### src/rtl/hcsr04_scan_ctrl_if.sv
// Result bus from the HC-SR04 scan controller to display/UART consumers.
interface hcsr04_scan_ctrl_if;
  logic        meas_valid;
  logic [2:0]  meas_ch;
  logic [15:0] meas_us;
  logic        meas_timeout;
  logic [15:0] meas_cm;

  modport master (output meas_valid, meas_ch, meas_us, meas_timeout, meas_cm);
  modport slave  (input  meas_valid, meas_ch, meas_us, meas_timeout, meas_cm);
endinterface

### src/rtl/hcsr04_scan_ctrl.sv
// Round-robin HC-SR04 scheduler: one trigger/echo measurement per fixed slot, one result strobe per slot.
// Optional cm conversion is built when HCSR04_CM_CONV_EN is defined; otherwise meas_cm is tied to 0.
module hcsr04_scan_ctrl #(
  parameter int NUM_CH     = 4,
  parameter int TRIG_US    = 15,
  parameter int TIMEOUT_US = 30000,
  parameter int SLOT_US    = 60000
) (
  input  logic                clk_us,
  input  logic                rstn,
  input  logic                en_i,
  input  logic [NUM_CH-1:0]   echo_i,
  output logic [NUM_CH-1:0]   trig_o,
  output logic                busy_o,
  output logic [2:0]          cur_ch_o,
  hcsr04_scan_ctrl_if.master  meas
);

  localparam logic [2:0] S_IDLE    = 3'd0;
  localparam logic [2:0] S_TRIG    = 3'd1;
  localparam logic [2:0] S_WAIT    = 3'd2;
  localparam logic [2:0] S_MEASURE = 3'd3;
  localparam logic [2:0] S_HOLDOFF = 3'd4;

  localparam logic [16:0] TRIG_END = 17'(TRIG_US - 1);
  localparam logic [16:0] WAIT_END = 17'(TRIG_US + TIMEOUT_US - 1);
  localparam logic [16:0] SLOT_END = 17'(SLOT_US - 1);
  localparam logic [15:0] TMO      = 16'(TIMEOUT_US);
  localparam logic [15:0] TMO_M1   = 16'(TIMEOUT_US - 1);
  localparam logic [2:0]  LAST_CH  = 3'(NUM_CH - 1);
  localparam logic [NUM_CH-1:0] ONE = NUM_CH'(1);

  logic [2:0]        state_q, state_d;
  logic [16:0]       slot_q, slot_d;
  logic [2:0]        ch_q, ch_d;
  logic [15:0]       wcnt_q, wcnt_d;
  logic              vld_q, vld_d;
  logic [2:0]        mch_q, mch_d;
  logic [15:0]       mus_q, mus_d;
  logic              mto_q, mto_d;
  logic [NUM_CH-1:0] echo_m_q, echo_s_q, echo_p_q;
  logic [NUM_CH-1:0] sel_mask;
  logic              echo_sel, echo_rise;

  assign sel_mask  = ONE << ch_q;
  assign echo_sel  = |(echo_s_q & sel_mask);
  assign echo_rise = |(echo_s_q & ~echo_p_q & sel_mask);

  always_comb begin
    state_d = state_q;
    slot_d  = slot_q;
    ch_d    = ch_q;
    wcnt_d  = wcnt_q;
    vld_d   = 1'b0;
    mch_d   = mch_q;
    mus_d   = mus_q;
    mto_d   = mto_q;
    case (state_q)
      S_IDLE: begin
        if (en_i) begin
          state_d = S_TRIG;
          slot_d  = '0;
        end
      end
      S_TRIG: begin
        slot_d = slot_q + 17'd1;
        if (slot_q == TRIG_END) state_d = S_WAIT;
      end
      S_WAIT: begin
        slot_d = slot_q + 17'd1;
        if (echo_rise) begin
          wcnt_d  = 16'd1;
          state_d = S_MEASURE;
        end else if (slot_q == WAIT_END) begin
          vld_d   = 1'b1;
          mch_d   = ch_q;
          mus_d   = TMO;
          mto_d   = 1'b1;
          state_d = S_HOLDOFF;
        end
      end
      S_MEASURE: begin
        slot_d = slot_q + 17'd1;
        if (!echo_sel) begin
          vld_d   = 1'b1;
          mch_d   = ch_q;
          mus_d   = wcnt_q;
          mto_d   = 1'b0;
          state_d = S_HOLDOFF;
        end else if (wcnt_q == TMO_M1) begin
          vld_d   = 1'b1;
          mch_d   = ch_q;
          mus_d   = TMO;
          mto_d   = 1'b1;
          state_d = S_HOLDOFF;
        end else begin
          wcnt_d = wcnt_q + 16'd1;
        end
      end
      S_HOLDOFF: begin
        // >= rather than ==: a late rise plus a full-length echo can run past the nominal slot end.
        if (slot_q >= SLOT_END) begin
          slot_d  = '0;
          ch_d    = (ch_q == LAST_CH) ? 3'd0 : ch_q + 3'd1;
          state_d = en_i ? S_TRIG : S_IDLE;
        end else begin
          slot_d = slot_q + 17'd1;
        end
      end
      default: state_d = S_IDLE;
    endcase
  end

  always_ff @(posedge clk_us or negedge rstn) begin
    if (!rstn) begin
      state_q  <= S_IDLE;
      slot_q   <= '0;
      ch_q     <= '0;
      wcnt_q   <= '0;
      vld_q    <= 1'b0;
      mch_q    <= '0;
      mus_q    <= '0;
      mto_q    <= 1'b0;
      echo_m_q <= '0;
      echo_s_q <= '0;
      echo_p_q <= '0;
    end else begin
      state_q  <= state_d;
      slot_q   <= slot_d;
      ch_q     <= ch_d;
      wcnt_q   <= wcnt_d;
      vld_q    <= vld_d;
      mch_q    <= mch_d;
      mus_q    <= mus_d;
      mto_q    <= mto_d;
      echo_m_q <= echo_i;
      echo_s_q <= echo_m_q;
      echo_p_q <= echo_s_q;
    end
  end

  // Decoded from state so an async reset drops the trigger without waiting for a clock.
  assign trig_o   = (state_q == S_TRIG) ? sel_mask : '0;
  assign busy_o   = (state_q != S_IDLE);
  assign cur_ch_o = ch_q;

  assign meas.meas_valid   = vld_q;
  assign meas.meas_ch      = mch_q;
  assign meas.meas_us      = mus_q;
  assign meas.meas_timeout = mto_q;

`ifdef HCSR04_CM_CONV_EN
  logic [15:0] cm_q, cm_d;
  logic [26:0] cm_prod;

  // 1130/65536 approximates 1/58 us-per-cm.
  assign cm_prod = 27'(mus_d) * 27'd1130;
  assign cm_d    = mto_d ? 16'd0 : 16'(cm_prod >> 16);

  always_ff @(posedge clk_us or negedge rstn) begin
    if (!rstn) begin
      cm_q <= '0;
    end else if (vld_d) begin
      cm_q <= cm_d;
    end
  end

  assign meas.meas_cm = cm_q;
`else
  assign meas.meas_cm = 16'd0;
`endif

endmodule
### src/flat_wrapper.sv
// flat-port wrapper written by rule: the top's interface ports become plain ports
module hcsr04_scan_ctrl_flat 
#(
  parameter int NUM_CH     = 4,
  parameter int TRIG_US    = 15,
  parameter int TIMEOUT_US = 30000,
  parameter int SLOT_US    = 60000
)
  (clk_us, rstn, en_i, echo_i, trig_o, busy_o, cur_ch_o, meas_meas_valid, meas_meas_ch, meas_meas_us, meas_meas_timeout, meas_meas_cm);
  hcsr04_scan_ctrl_if meas_i ();
  input  logic clk_us;
  input  logic rstn;
  input  logic en_i;
  input  logic [NUM_CH-1:0] echo_i;
  output logic [NUM_CH-1:0] trig_o;
  output logic busy_o;
  output logic [2:0] cur_ch_o;
  output wire logic [$bits(meas_i.meas_valid)-1:0] meas_meas_valid;
  output wire logic [$bits(meas_i.meas_ch)-1:0] meas_meas_ch;
  output wire logic [$bits(meas_i.meas_us)-1:0] meas_meas_us;
  output wire logic [$bits(meas_i.meas_timeout)-1:0] meas_meas_timeout;
  output wire logic [$bits(meas_i.meas_cm)-1:0] meas_meas_cm;
  assign meas_meas_valid = meas_i.meas_valid;
  assign meas_meas_ch = meas_i.meas_ch;
  assign meas_meas_us = meas_i.meas_us;
  assign meas_meas_timeout = meas_i.meas_timeout;
  assign meas_meas_cm = meas_i.meas_cm;
  hcsr04_scan_ctrl #(.NUM_CH(NUM_CH), .TRIG_US(TRIG_US), .TIMEOUT_US(TIMEOUT_US), .SLOT_US(SLOT_US)) u_core (.clk_us(clk_us), .rstn(rstn), .en_i(en_i), .echo_i(echo_i), .trig_o(trig_o), .busy_o(busy_o), .cur_ch_o(cur_ch_o), .meas(meas_i));
endmodule
### config.mk
export PLATFORM = sky130hd
export DESIGN_NAME = hcsr04_scan_ctrl_flat
export DESIGN_NICKNAME = d
export VERILOG_FILES = /design/src/rtl/hcsr04_scan_ctrl_if.sv /design/src/rtl/hcsr04_scan_ctrl.sv /design/src/flat_wrapper.sv
export SDC_FILE = /design/constraint.sdc
export NUM_CORES = 1
export LEC_CHECK = 0
export CORE_MARGIN = 3
export CORE_UTILIZATION = 40
export DETAILED_ROUTE_END_ITERATION = 7
export PLACE_DENSITY = 0.61
export SYNTH_ARGS = -nofsm -noshare
export SYNTH_HDL_FRONTEND = slang
export SYNTH_SLANG_ARGS = --single-unit
### constraint.sdc
create_clock -name clk_us -period 3.77 [get_ports clk_us]
set_clock_uncertainty 0.2 [all_clocks]
set_input_delay 0.377 -clock clk_us [delete_from_list [all_inputs] [get_ports clk_us]]
set_output_delay 0.377 -clock clk_us [all_outputs]
set_load 0.005 [all_outputs]
# Word-level counts from Yosys, hierarchy flattened

Cells that the tools add are included.

Bitwise operators: 4
Magnitude comparators: 1
Reductions and logical operators: 12
Multiplexer cells: 38
Shift operators: 1
Equality and inequality tests: 18
$add $sub $neg: 3

Operator list:

| cell                                                                    | count |
|---|---|
| 16-bit 2-to-1 mux                                                       | 7 |
| 16-bit one-hot mux with 2 select lines                                  | 2 |
| 17-bit one-hot mux with 3 select lines                                  | 1 |
| 3-bit 2-to-1 mux                                                        | 12 |
| 17-bit 2-to-1 mux                                                       | 2 |
| 17-bit by 1-bit adder with 17-bit output, second input constant         | 1 |
| 17-bit by 15-bit equality test with 1-bit output, second input constant | 1 |
| 17-bit by 4-bit equality test with 1-bit output, second input constant  | 1 |
| 17-bit by 16-bit >= comparator with 1-bit output, second input constant | 1 |
| 16-bit by 1-bit adder with 16-bit output, second input constant         | 1 |
| 16-bit by 15-bit equality test with 1-bit output, second input constant | 1 |
| 3-bit one-hot mux with 5 select lines                                   | 1 |
| 4-bit bitwise AND                                                       | 3 |
| 2-bit by 1-bit != test with 1-bit output, second input constant         | 5 |
| 3-bit by 2-bit equality test with 1-bit output, second input constant   | 3 |
| 1-bit 2-to-1 mux                                                        | 9 |
| 4-bit AND reduction                                                     | 2 |
| 4-bit OR reduction                                                      | 2 |
| 2-bit != test, second input constant                                    | 3 |
| 3-bit one-hot mux with 2 select lines                                   | 1 |
| 3-bit nonzero test                                                      | 2 |
| 5-bit AND reduction                                                     | 1 |
| 4-bit 2-to-1 mux                                                        | 1 |
| 4-bit NOT                                                               | 1 |
| 11 further kinds                                                        | 13 |

Bits of input ports: 7
Bits in registers: 72
Output and inout bits: 45
Logic and storage cells: 88

# Depth between registers and ports, before layout

Depth in word-level cells: 6
Depth in mapped cells: 8
Depth with buffers taken out: 8

# Worst setup path before layout

OpenSTA, ideal clock, no wires.

Path type: register -> register
Start point: register u_core.ch_q[0] (netlist: u_core.cur_ch_o[0])
End point: register u_core.wcnt_q[15]
Data required time: 3.492 ns
Library setup time: 0.078 ns
Path buffers: 0
Clock period less this slack: 2.227 ns
Arrival: 1.949 ns
Path slack: 1.543 ns
Cell stages (with the launch flop): 8
Cells stage by stage: dfrtp_1 -> inv_1 -> ha_1 -> a22oi_1 -> a2111oi_2 -> o21ai_1 -> or4_1 -> a21oi_1

Cells in the longest elaborated chain, start to end: 5
Elaborated cells on any way between the ends: 8
Those cells by class: eq/ne: 2; shift: 1; bitwise: 2; reduce/logical: 3

RTL lines:

| item                                                      | RTL line                                       | RTL |
|---|---|---|
| start: declaration                                        | hcsr04_scan_ctrl.sv:35                         | `logic [2:0] ch_q, ch_d;` |
| start signal: assignment                                  | hcsr04_scan_ctrl.sv:130                        | `ch_q <= ch_d;` |
| 1-bit by 3-bit left shift with 4-bit output *             | hcsr04_scan_ctrl.sv:45                         | `assign sel_mask = ONE << ch_q;` |
| 4-bit bitwise AND (on tied branches)                      | hcsr04_scan_ctrl.sv:46, hcsr04_scan_ctrl.sv:47 |  |
| 4-bit OR reduction (on tied branches)                     | hcsr04_scan_ctrl.sv:46, hcsr04_scan_ctrl.sv:47 |  |
| 2-bit by 1-bit != test with 1-bit output (no source line) | --                                             |  |
| 4-bit AND reduction (no source line) *                    | --                                             |  |
| end signal: assignment                                    | hcsr04_scan_ctrl.sv:131                        | `wcnt_q <= wcnt_d;` |
| end: declaration                                          | hcsr04_scan_ctrl.sv:36                         | `logic [15:0] wcnt_q, wcnt_d;` |

Every way passes the cells marked *; elsewhere a longest branch is shown, timed or not.
A chain may end at the register's enable or synchronous reset.

# Final worst setup path

Start point: register u_core.ch_q[0] (netlist: u_core.cur_ch_o[0])
End point: register u_core.mus_q[14] (netlist: u_core.meas.meas_us[14])

Cells in the longest elaborated chain, start to end: 5
Elaborated cells on any way between the ends: 10
Those cells by class: eq/ne: 2; shift: 1; mux: 2; bitwise: 2; reduce/logical: 3

RTL lines:

| item                                                                                                  | RTL line                                       | RTL |
|---|---|---|
| 1-bit by 3-bit left shift with 4-bit output *                                                         | hcsr04_scan_ctrl.sv:45                         |  |
| 4-bit bitwise AND (on tied branches)                                                                  | hcsr04_scan_ctrl.sv:46, hcsr04_scan_ctrl.sv:47 |  |
| 4-bit OR reduction (on tied branches)                                                                 | hcsr04_scan_ctrl.sv:46, hcsr04_scan_ctrl.sv:47 |  |
| 3-bit != test (no source line) (tied with other cells)                                                | --                                             |  |
| 4-bit AND reduction (no source line) / 16-bit one-hot mux with 2 select lines (equally long branches) | --                                             |  |
| end signal: assignment                                                                                | hcsr04_scan_ctrl.sv:134                        | `mus_q <= mus_d;` |
| end: declaration                                                                                      | hcsr04_scan_ctrl.sv:39                         | `logic [15:0] mus_q, mus_d;` |

Marks and branches as above.

==> flow_summary.json <==
{
  "outcome": "completed",
  "crit_fanout": 14,
  "synth_ff_type": "dfrtp_1",
  "cts_resized": 0,
  "htree_levels": 3,
  "cts.path.max_buffers": 2,
  "rr_endpoint": "u_core.meas.meas_us[14]",
  "finalSetupViolCount": 0,
  "synthMuxAreaShare_pct": 1.49,
  "syn_avg_cell_area_um2": 10.3,
  "final_cell_mix": "72 x dfrtp_1, 34 x clkdlybuf4s50_1, 27 x nor2_1",
  "grt_max_degree": 37,
  "setup-tns-final_ns": 0,
  "drc": 0,
  "cts.sinks": 72,
  "hold_violations": 0,
  "grt_pass1_vias": 2705,
  "p_int_mw": 1.68,
  "area_delta_synth_final_pct": 16.8,
  "arrival_ns": 2.77,
  "drive_above_1_share_pct": 9.20,
  "synth-simple-area-share_pct": 21.2,
  "place.gp.congestion": 0.846,
  "path_class": "flop to flop",
  "end_kind": "flop",
  "dpl.hpwl_um": 5540,
  "row_count": 34,
  "insertion_delay_ns": 0.35,
  "whs_path_depth": 0,
  "fin_crit_sh_pct": 72.5,
  "n_fill_cell": 799,
  "p_sw_share_pct": 31.6,
  "netlist_instances": 360,
  "seq_power_share_pct": 42.2,
  "maxCapViolCount": 0,
  "via_per_inst": 5.49,
  "final_nets": 411,
  "die_h_um": 102,
  "clkPwrFrac_pct": 30.5,
  "tritoncts": "built",
  "antenna_found_initial": 0,
  "stdcell_area_um2": 4320,
  "ys_top_cells_by_area": "dfrtp_1 49%, buf_4 3.4%, nor2_1 2.7%",
  "overflow": 0,
  "reg2reg_from": "u_core.cur_ch_o[0]",
  "cts_buffers": 9,
  "insertedDiodeCount": 0,
  "synth-xor-area-share_pct": 3.08,
  "yosys.area.top_type_share_pct": 48.7,
  "start_util_pct": 41.8,
  "wl_per_cell_um": 15.5,
  "whs_endpoint": "u_core.echo_s_q[2]",
  "wl_um": 7880,
  "crit_chain": "inv_1 -> ha_1 -> a22oi_1 -> a21oi_1 -> nand2b_1 -> o211a_2 -> clkinv_2 -> o22a_1",
  "worst-path-buf-inv": 2,
  "critPathSlowestCell": "o211a_2",
  "placed_cell_area_um2": 4070,
  "synthArstFlopShare_pct": 100,
  "grt_pass1_wl_um": 13300,
  "r2r_slack_ns": 1.04,
  "synth_area_leader_cell": "dfrtp_1",
  "synth_compound_area_share_pct": 16.5,
  "final_common_cell": "dfrtp_1",
  "finalPower_mw": 2.45,
  "hold_path.startpoint": "u_core.echo_m_q[2]",
  "slew_violations": 0,
  "p_sw_uw": 774,
  "core_area_um2": 8850,
  "clk_pin_slew_ns": 0.08,
  "cts_root_buf": "clkbuf_8",
  "synth.distinct_cells": 61,
  "num_vias": 2798,
  "cp_data_required_time_ns": 3.81,
  "drtIter0Drc": 179,
  "synth-seq-cells": 72,
  "portBuffers": 35,
  "die_area_um2": 10400,
  "yosys_warnings": 0,
  "startpoint_type": "flop",
  "hold_class": "flop to flop",
  "power.density_nw_per_um2": 567,
  "pin_count": 52,
  "ys_seq_area_share_pct": 48.7,
  "synth_edf_count": 0,
  "syn_area_um2": 3700,
  "leakage_nw": 1.85,
  "antenna_left": 0,
  "comb_power_share_pct": 27.3,
  "relSlewSlack_pct": 43.9,
  "fmaxAchievable_ghz": 0.366,
  "synth_fa_ha_area_share_pct": 2.37,
  "synth_top_family_by_area": "simple AND/OR/NAND/NOR gates",
  "first_pass_iters": 7,
  "period_minus_slack_ns": 2.73,
  "ff2ff_path_depth": 8,
  "grtUsageTotal_pct": 16.3,
  "vdd_drop_max_v": 0.000263,
  "worst_pin_slew_ns": 0.838,
  "critPathMaxStageDelay_ns": 0.56,
  "cpLargestDelayFamily": "compound AO/OA/AOI/OAI gates",
  "die_width_um": 102,
  "rsz0062_at_grt": "no",
  "fin_util_pct": 48.9
}
[flip-flops by register name, summed over array words and instances (netlist names)]
| signal | count |
|---|---|
| u_core.echo_p_q | 4 |
| u_core.meas.meas_us | 16 |
| u_core.meas.meas_ch | 3 |
| u_core.echo_s_q | 4 |
| u_core.cur_ch_o | 3 |
| u_core.meas.meas_valid | 1 |
| u_core.slot_q | 17 |
| u_core.state_q | 3 |
| u_core.wcnt_q | 16 |
| u_core.meas.meas_timeout | 1 |
| u_core.echo_m_q | 4 |
[synth_stat cells, drive strengths merged, types with 2 or more instances]
| library cell | instances |
|---|---|
| nand2 | 26 |
| nor3 | 6 |
| nand2b | 5 |
| o21ai | 17 |
| o21a | 5 |
| mux2 | 3 |
| nand3 | 15 |
| nand4 | 9 |
| nor3b | 2 |
| a22o | 10 |
| ha | 7 |
| a21oi | 16 |
| or4 | 5 |
| o31ai | 4 |
| and2 | 7 |
| or2 | 2 |
| nand3b | 8 |
| or4b | 2 |
| buf | 22 |
| dfrtp | 72 |
| nor2 | 27 |
| xnor2 | 7 |
| nor4 | 8 |
| a211oi | 3 |
| nor4b | 2 |
| o22ai | 2 |
| or3 | 7 |
| o211ai | 7 |
| xor2 | 6 |
| a22oi | 3 |
| and3 | 3 |
| a21boi | 2 |
| a2bb2oi | 2 |
| o22a | 5 |
| and4 | 2 |
| inv | 11 |
| clkbuf | 7 |
[area by class of cell]
class / count / area, um2 / area share, %
clock buffer: 10 / 128 / 2.95
clock inverter: 6 / 116 / 2.69
inverter: 12 / 46.3 / 1.07
multi-input combinational: 262 / 1710 / 39.6
sequential: 72 / 1800 / 41.7
tap: 108 / 135 / 3.13
timing repair buffer: 40 / 385 / 8.91
[power by group through the flow]
stage	combinational, mW	sequential [mW]	clock, mW
final	0.670	1.03	0.747
after floorplan	0.475	0.979	0
after detailed placement	0.672	1.05	0
after CTS	0.676	1.03	0.762
after global placement	0.658	1.05	0
after global routing	0.748	1.05	0.798
[stage by stage]
| stage | hold WS [ns] | std cells | setup slack (ns) |
|---|---|---|---|
| final | 0.153 | 510 | 1.04 |
| after global routing | 0.159 | 510 | 0.835 |
| after CTS | 0.156 | 510 | 1.02 |
| after detailed placement | 0.0656 | 493 | 1.01 |
| after global placement | 0.0719 | 493 | 1.17 |
| after floorplan | -0.119 | 375 | 1.54 |
[layer usage]
metal  share of wire [%]  global-route usage (%)  up-vias
li1                    -                       -     1361
met3                 4.9                    3.07       10
met5                   0                       0        -
met2                  43                    23.3       81
met1                  51                    24.1     1346
met4                 1.6                    6.56        0
[worst max path at each step]
stage                       start                      end  depth (start not counted)
2_1_floorplan  u_core.cur_ch_o[0]        u_core.wcnt_q[15]                          7
3_3_place_gp   u_core.cur_ch_o[1]   u_core.meas.meas_us[8]                          8
3_5_place_dp   u_core.cur_ch_o[0]   u_core.meas.meas_us[8]                          8
4_1_cts        u_core.cur_ch_o[0]   u_core.meas.meas_us[8]                          8
5_1_grt        u_core.cur_ch_o[0]   u_core.meas.meas_us[8]                          8
6_report       u_core.cur_ch_o[0]  u_core.meas.meas_us[14]                          8
[kinds of logic after synthesis]
| kind of cell | count (synthesis) |
|---|---|
| flops | 72 |
| buf+inv | 41 |
| simple gates | 138 |
| other cells | 1 |
| fa+ha+maj | 7 |
| xor+xnor | 13 |
| mux | 4 |
| compound gates | 84 |
[what timing repair did]
item	in CTS	in global routing
hold endpoints to repair	8	0
setup buffers	0	0
hold buffers	1	0
(Power assumes the default switching activity.)
